===== src/rtl/opencode_if.sv =====
// opencode_if: host staging/commit port and opcode stream port of the opcode encoder
interface opencode_if #(
   parameter int FIFO_DEPTH = 4
) ();
   localparam int CW = $clog2(FIFO_DEPTH) + 1;
   logic          wr_en;
   logic [2:0]    wr_sel;
   logic [18:0]   wr_data;
   logic          commit;
   logic [3:0]    commit_shape;
   logic          cmd_accepted;
   logic          cmd_error;
   logic [1:0]    err_code;
   logic [95:0]   opcode;
   logic          opcode_valid;
   logic          opcode_ready;
   logic [CW-1:0] fifo_count;
   logic          fifo_full;
   modport master (
      output wr_en, wr_sel, wr_data, commit, commit_shape, opcode_ready,
      input  cmd_accepted, cmd_error, err_code, opcode, opcode_valid, fifo_count, fifo_full
   );
   modport slave (
      input  wr_en, wr_sel, wr_data, commit, commit_shape, opcode_ready,
      output cmd_accepted, cmd_error, err_code, opcode, opcode_valid, fifo_count, fifo_full
   );
endinterface


===== src/rtl/opencode.sv =====
// opencode: packs staged draw fields into 96-bit opcodes queued in a first-word-fall-through FIFO
module opencode #(
   parameter int FIFO_DEPTH      = 4,
   parameter int NUM_SHAPES      = 3,
   parameter bit CLEAR_ON_COMMIT = 1'b0
) (
   input logic       clk,
   input logic       n_rst,
   opencode_if.slave bus
);
   localparam int AW = $clog2(FIFO_DEPTH);
   localparam int CW = AW + 1;
   localparam logic [CW-1:0] DEPTH  = CW'(FIFO_DEPTH);
   localparam logic [4:0]    SHAPES = 5'(NUM_SHAPES);

   logic [15:0]   color;
   logic [18:0]   pt [4];
   logic [95:0]   mem [FIFO_DEPTH];
   logic [AW-1:0] rd_ptr;
   logic [AW-1:0] wr_ptr;
   logic [CW-1:0] count;
   logic          accepted;
   logic          error;
   logic [1:0]    err;
   logic          shape_bad;
   logic          full;
   logic          pop;
   logic          overflow;
   logic          push;
   logic [95:0]   packed_word;

   // Commit qualification: shape legality first, then room (a same-edge pop frees a slot)
   always_comb begin
      shape_bad   = {1'b0, bus.commit_shape} >= SHAPES;
      full        = count == DEPTH;
      pop         = (count != '0) & bus.opcode_ready;
      overflow    = full & ~pop;
      push        = bus.commit & ~shape_bad & ~overflow;
      packed_word = {bus.commit_shape, color, pt[0], pt[1], pt[2], pt[3]};
   end

   // Staging registers; a same-edge field write overrides the post-commit clear
   always_ff @(posedge clk or negedge n_rst) begin
      if (!n_rst) begin
         color <= '0;
         for (int i = 0; i < 4; i++) pt[i] <= '0;
      end else begin
         if (CLEAR_ON_COMMIT && push) begin
            color <= '0;
            for (int i = 0; i < 4; i++) pt[i] <= '0;
         end
         if (bus.wr_en) begin
            if (bus.wr_sel == 3'd0) color <= bus.wr_data[15:0];
            for (int i = 0; i < 4; i++)
               if (bus.wr_sel == 3'(i + 1)) pt[i] <= bus.wr_data;
         end
      end
   end

   // FIFO storage, wrapping pointers and occupancy count
   always_ff @(posedge clk or negedge n_rst) begin
      if (!n_rst) begin
         for (int i = 0; i < FIFO_DEPTH; i++) mem[i] <= '0;
         rd_ptr <= '0;
         wr_ptr <= '0;
         count  <= '0;
      end else begin
         if (push) begin
            mem[wr_ptr] <= packed_word;
            wr_ptr      <= wr_ptr + 1'b1;
         end
         if (pop) rd_ptr <= rd_ptr + 1'b1;
         count <= count + CW'(push) - CW'(pop);
      end
   end

   // Commit status pulses; the error code is held until the next commit
   always_ff @(posedge clk or negedge n_rst) begin
      if (!n_rst) begin
         accepted <= 1'b0;
         error    <= 1'b0;
         err      <= 2'b00;
      end else begin
         accepted <= push;
         error    <= bus.commit & ~push;
         if (bus.commit) err <= shape_bad ? 2'b01 : overflow ? 2'b10 : 2'b00;
      end
   end

   assign bus.cmd_accepted = accepted;
   assign bus.cmd_error    = error;
   assign bus.err_code     = err;
   assign bus.opcode       = mem[rd_ptr];
   assign bus.opcode_valid = count != '0;
   assign bus.fifo_count   = count;
   assign bus.fifo_full    = full;
endmodule


===== src/flat_wrapper.sv =====
// flat-port wrapper written by rule: the top's interface ports become plain ports
module opencode_flat 
#(
   parameter int FIFO_DEPTH      = 4,
   parameter int NUM_SHAPES      = 3,
   parameter bit CLEAR_ON_COMMIT = 1'b0
)
  (clk, n_rst, bus_wr_en, bus_wr_sel, bus_wr_data, bus_commit, bus_commit_shape, bus_opcode_ready, bus_cmd_accepted, bus_cmd_error, bus_err_code, bus_opcode, bus_opcode_valid, bus_fifo_count, bus_fifo_full);
  opencode_if #(.FIFO_DEPTH(FIFO_DEPTH)) bus_i ();
  input logic clk;
  input logic n_rst;
  input wire logic [$bits(bus_i.wr_en)-1:0] bus_wr_en;
  input wire logic [$bits(bus_i.wr_sel)-1:0] bus_wr_sel;
  input wire logic [$bits(bus_i.wr_data)-1:0] bus_wr_data;
  input wire logic [$bits(bus_i.commit)-1:0] bus_commit;
  input wire logic [$bits(bus_i.commit_shape)-1:0] bus_commit_shape;
  input wire logic [$bits(bus_i.opcode_ready)-1:0] bus_opcode_ready;
  output wire logic [$bits(bus_i.cmd_accepted)-1:0] bus_cmd_accepted;
  output wire logic [$bits(bus_i.cmd_error)-1:0] bus_cmd_error;
  output wire logic [$bits(bus_i.err_code)-1:0] bus_err_code;
  output wire logic [$bits(bus_i.opcode)-1:0] bus_opcode;
  output wire logic [$bits(bus_i.opcode_valid)-1:0] bus_opcode_valid;
  output wire logic [$bits(bus_i.fifo_count)-1:0] bus_fifo_count;
  output wire logic [$bits(bus_i.fifo_full)-1:0] bus_fifo_full;
  assign bus_i.wr_en = bus_wr_en;
  assign bus_i.wr_sel = bus_wr_sel;
  assign bus_i.wr_data = bus_wr_data;
  assign bus_i.commit = bus_commit;
  assign bus_i.commit_shape = bus_commit_shape;
  assign bus_i.opcode_ready = bus_opcode_ready;
  assign bus_cmd_accepted = bus_i.cmd_accepted;
  assign bus_cmd_error = bus_i.cmd_error;
  assign bus_err_code = bus_i.err_code;
  assign bus_opcode = bus_i.opcode;
  assign bus_opcode_valid = bus_i.opcode_valid;
  assign bus_fifo_count = bus_i.fifo_count;
  assign bus_fifo_full = bus_i.fifo_full;
  opencode #(.FIFO_DEPTH(FIFO_DEPTH), .NUM_SHAPES(NUM_SHAPES), .CLEAR_ON_COMMIT(CLEAR_ON_COMMIT)) u_core (.clk(clk), .n_rst(n_rst), .bus(bus_i));
endmodule

===== config.mk =====
export PLATFORM = sky130hd
export DESIGN_NAME = opencode_flat
export DESIGN_NICKNAME = d
export VERILOG_FILES = /design/src/rtl/opencode_if.sv /design/src/rtl/opencode.sv /design/src/flat_wrapper.sv
export SDC_FILE = /design/constraint.sdc
export NUM_CORES = 1
export LEC_CHECK = 0
export BUFFER_PORTS_ARGS = -buffer_cell sky130_fd_sc_hd__buf_2
export CAP_MARGIN = 10
export CORE_MARGIN = 3
export CORE_UTILIZATION = 43
export DETAILED_ROUTE_END_ITERATION = 7
export GPL_TIMING_DRIVEN = 0
export PLACE_DENSITY = 0.6
export SYNTH_ARGS = -nofsm -noshare
export SYNTH_HDL_FRONTEND = slang
export SYNTH_SLANG_ARGS = --single-unit

===== constraint.sdc =====
create_clock -name clk -period 2.6 [get_ports clk]
set_input_delay 0.52 -clock clk [delete_from_list [all_inputs] [get_ports clk]]
set_output_delay 0.52 -clock clk [all_outputs]
set_load 0.02 [all_outputs]

==> reports/summary.txt <==
DRC Markers: 0
Routed WL: 49040 microns
RSZ-0062 raised after global routing: true
Synthesized area: 0.02134 sq mm
Layout fillers: 4000
Final hold vios: 0
Flops & latches, synth: 487
Family with the most delay on the worst path: buffers and inverters
Avg Inst Size Synth: 18.20 sq um
Clk buf depth: 3
Clock Skew: 16.62 ps
Syn nets: 1211
Clk network pwr share: 24.8%
Via/cell ratio: 5.232
Row count: 81
Slew Limit Headroom: 35.72%
Internal power: 22.49 mW
CP required: 2080 ps
Switching power total: 10.26 mW
Main flop type after synthesis: dfrtp_1
Crit start category: register
Buffers & Inverters on Critical Path: 4
Placeable Area: 0.04895 sq mm
Post-Route Utilization: 51.81%
Overflow after GRT: 0
Initial antenna violation count: 4
Final net count: 1416
CP arrival: 2140 ps
Iter 0 DRT Violations: 531
Leakage: 12.21 nW
Ratio of cells with drive above 1 in the final layout: 62.52%
Status: finished with violations
Cell chain of the critical path: buf_12, buf_16, buf_6, mux4_2, buf_6
Width of the die: 228.8 microns
Setup TNS: -947.3 ps
Crit path capture type: output pin
I/O pin cnt: 136
Period Utilization, post-route: 102.5%
Synth Instances: 1173
Mean routed wirelength per cell: 23.50 microns
Die Footprint: 0.05235 sq mm
GPL Wtd Cong: 0.7451
Failing checks: setup timing
CTS clk-pin slew, worst paths: 60 ps
DP HPWL: 31420 microns
Total track usage: 18.84%
CTS tree: yes
Largest net degree at the start of global routing: 126
Worst hold path type: input port to register
Post-synth EDFFs: 0
Drt pass-1 iters: 4
Post-DRT Antenna Nets: 0
Sequential power share: 38.0%
Vias in the first global route: 11810
Yosys Warn Count: 0
Worst slew pin tran: 961.7 ps
Maximum VDD drop: 721.3 uV
Max stage delay on crit path: 560 ps
Most Frequent Cell on Critical Path: buf_6
CTS sink count: 487
Routed vias: 10920
Die H: 228.8 microns
First-pass GRT wire length: 74880 microns
Number of port buffers: 135
Maximum fanout along the worst path: 8
Sw frac: 31.33%
CP max stage cell: mux4_2
Distinct cell type count after synthesis: 29
Pins Over Slew Limit: 0
Htree depth: 2
Sequential element share of the synthesized area: 57.10%
Critical path class: register to output pin
Final WS setup: -64.25 ps
Area Overhead vs Synth: 18.82%
Root Driver: clkbuf_16
Gate power share: 37.2%
Pwr/cell area: 1291 mW/mm^2
Starting Density: 43.60%
Ys async rst share: 100.0%
Max Fclk: 0.3753 GHz
Clk Latency, worst-skew pair: 600 ps
Total CTS buffers: 54
Min Tclk post-route: 2664 ps
Final setup violation count: 34
Max Cap Viol: 0
==> timing repair <==
item,CTS,global route
setup endpoints to repair,96,95
hold buffers,1,0
resized for setup,86,16
hold endpoints to repair,45,0
gates cloned,1,1
buffers inserted,8,1
==> power by group through the flow <==
| stage | Clock [mW] | Sequential, mW | Combinational (mW) |
|---|---|---|---|
| global placement | 0 | 12.4 | 11.2 |
| CTS | 8.32 | 12.4 | 12.3 |
| floorplan | 0 | 11.9 | 8.47 |
| detailed placement | 0 | 12.5 | 11.5 |
| finish | 8.12 | 12.4 | 12.2 |
| global route | 8.64 | 12.8 | 13.0 |
==> worst register-to-register path, delay by kind of cell, from the launching register on <==
kind          cells  cell delay (ps)
mux               1              320
flops             1              460
simple gates      2              790
buf+inv           3              580
==> flip-flops by register name (all words and copies together), names as in the netlist <==
name / flops
u_core.packed_word: 76
u_core.wr_ptr: 2
u_core.mem: 384
u_core.bus.err_code: 2
u_core.bus.cmd_accepted: 1
u_core.rd_ptr: 2
u_core.bus.fifo_count: 3
u_core.color: 16
u_core.bus.cmd_error: 1
==> synth_stat cells (all sizes together) (2+ instances only) <==
cell type,instances,area (sq um)
inv,8,30.03
nor4bb,2,20.02
mux4,96,2162
dfrtp,487,12190
and2,9,56.30
clkbuf,9,33.78
buf,62,660.6
xnor2,4,35.03
nand4,4,85.08
ha,6,75.07
nand2,4,15.01
mux2,469,5852
nor3b,2,26.28
==> per-stage QoR <==
stage	power [mW]	cells	hold WS, ps	instance area (sq um)	setup slack, ps
global route	34.42	2086	149.8	25360	-132.1
finish	32.74	2087	161.3	25360	-64.25
global placement	23.59	1972	459.2	22850	-8792
detailed placement	23.93	1976	466.1	22970	-544.6
CTS	33.00	2084	112.9	25280	-132.9
floorplan	20.37	1173	224.4	21340	364.8
==> cell usage in the layout, fill, tap and decap left out, types with 2 or more instances in the layout <==
cell	synthesis	routed
clkbuf_2	0	6
buf_16	0	6
dfrtp_2	0	2
clkbuf_16	0	58
clkinv_2	0	17
inv_1	8	8
buf_6	0	30
nor4bb_1	2	2
nand4_4	4	4
buf_4	21	29
xnor2_1	4	4
ha_1	6	6
bufinv_16	0	6
buf_2	19	116
mux4_2	96	96
and2_1	9	9
nand2_1	4	4
clkinvlp_4	0	2
buf_12	20	27
buf_8	0	2
clkbuf_1	9	3
mux2_4	152	152
clkbuf_8	0	15
mux2_2	317	317
dfrtp_1	487	485
==> final timing paths <==
check | end | from | slack [ps] | cells past startpoint
worst min register to register | u_core.mem[95] | u_core.mem[95] | 480 | 1
max in group asynchronous | u_core.mem[250] | n_rst | 1180 | 3
worst max register to register | u_core.mem[33] | u_core.bus.fifo_count[1] | 320 | 6
worst min-delay path | u_core.bus.err_code[1] | bus_commit | 160 | 2
worst max-delay path | bus_opcode[5] | u_core.rd_ptr[0] | -60 | 5
min in group asynchronous | u_core.mem[375] | n_rst | 440 | 2
==> area by class of cell <==
class                           instances  area, sq um  share of cell area, %
Buffer                                 69        835.8                  3.296
Sequential cell                       487        12190                  48.06
Tap cell                              664        830.8                  3.276
Antenna cell                            1        2.502               0.009867
Timing Repair Buffer                  151         1119                  4.410
Clock buffer                           74         1630                  6.428
Inverter                                8        30.03                 0.1184
Multi-Input combinational cell        607         8433                  33.25
Clock inverter                         26        291.5                  1.149
==> logic make-up (layout without fill, tap and decap cells) <==
logic type / count (synthesis) / in the layout / share of synthesized area [%]
other cells: 0 / 1 / 0
fa+ha+maj: 7 / 7 / 0.4455
simple gates: 27 / 27 / 1.208
xor+xnor: 5 / 5 / 0.2052
buf+inv: 79 / 328 / 3.394
flops: 487 / 487 / 57.10
mux: 565 / 565 / 37.55
compound gates: 3 / 3 / 0.1056
==> per-layer routing <==
layer	vias to the layer above	wire length [microns]	global-route usage, %
li1	4766	-	-
met1	5899	22650	27.07
met2	193	23530	30.39
met3	61	2121	3.465
met4	0	746	3.686
met5	-	0	0
Note: power is estimated with default switching activity, not from simulation.
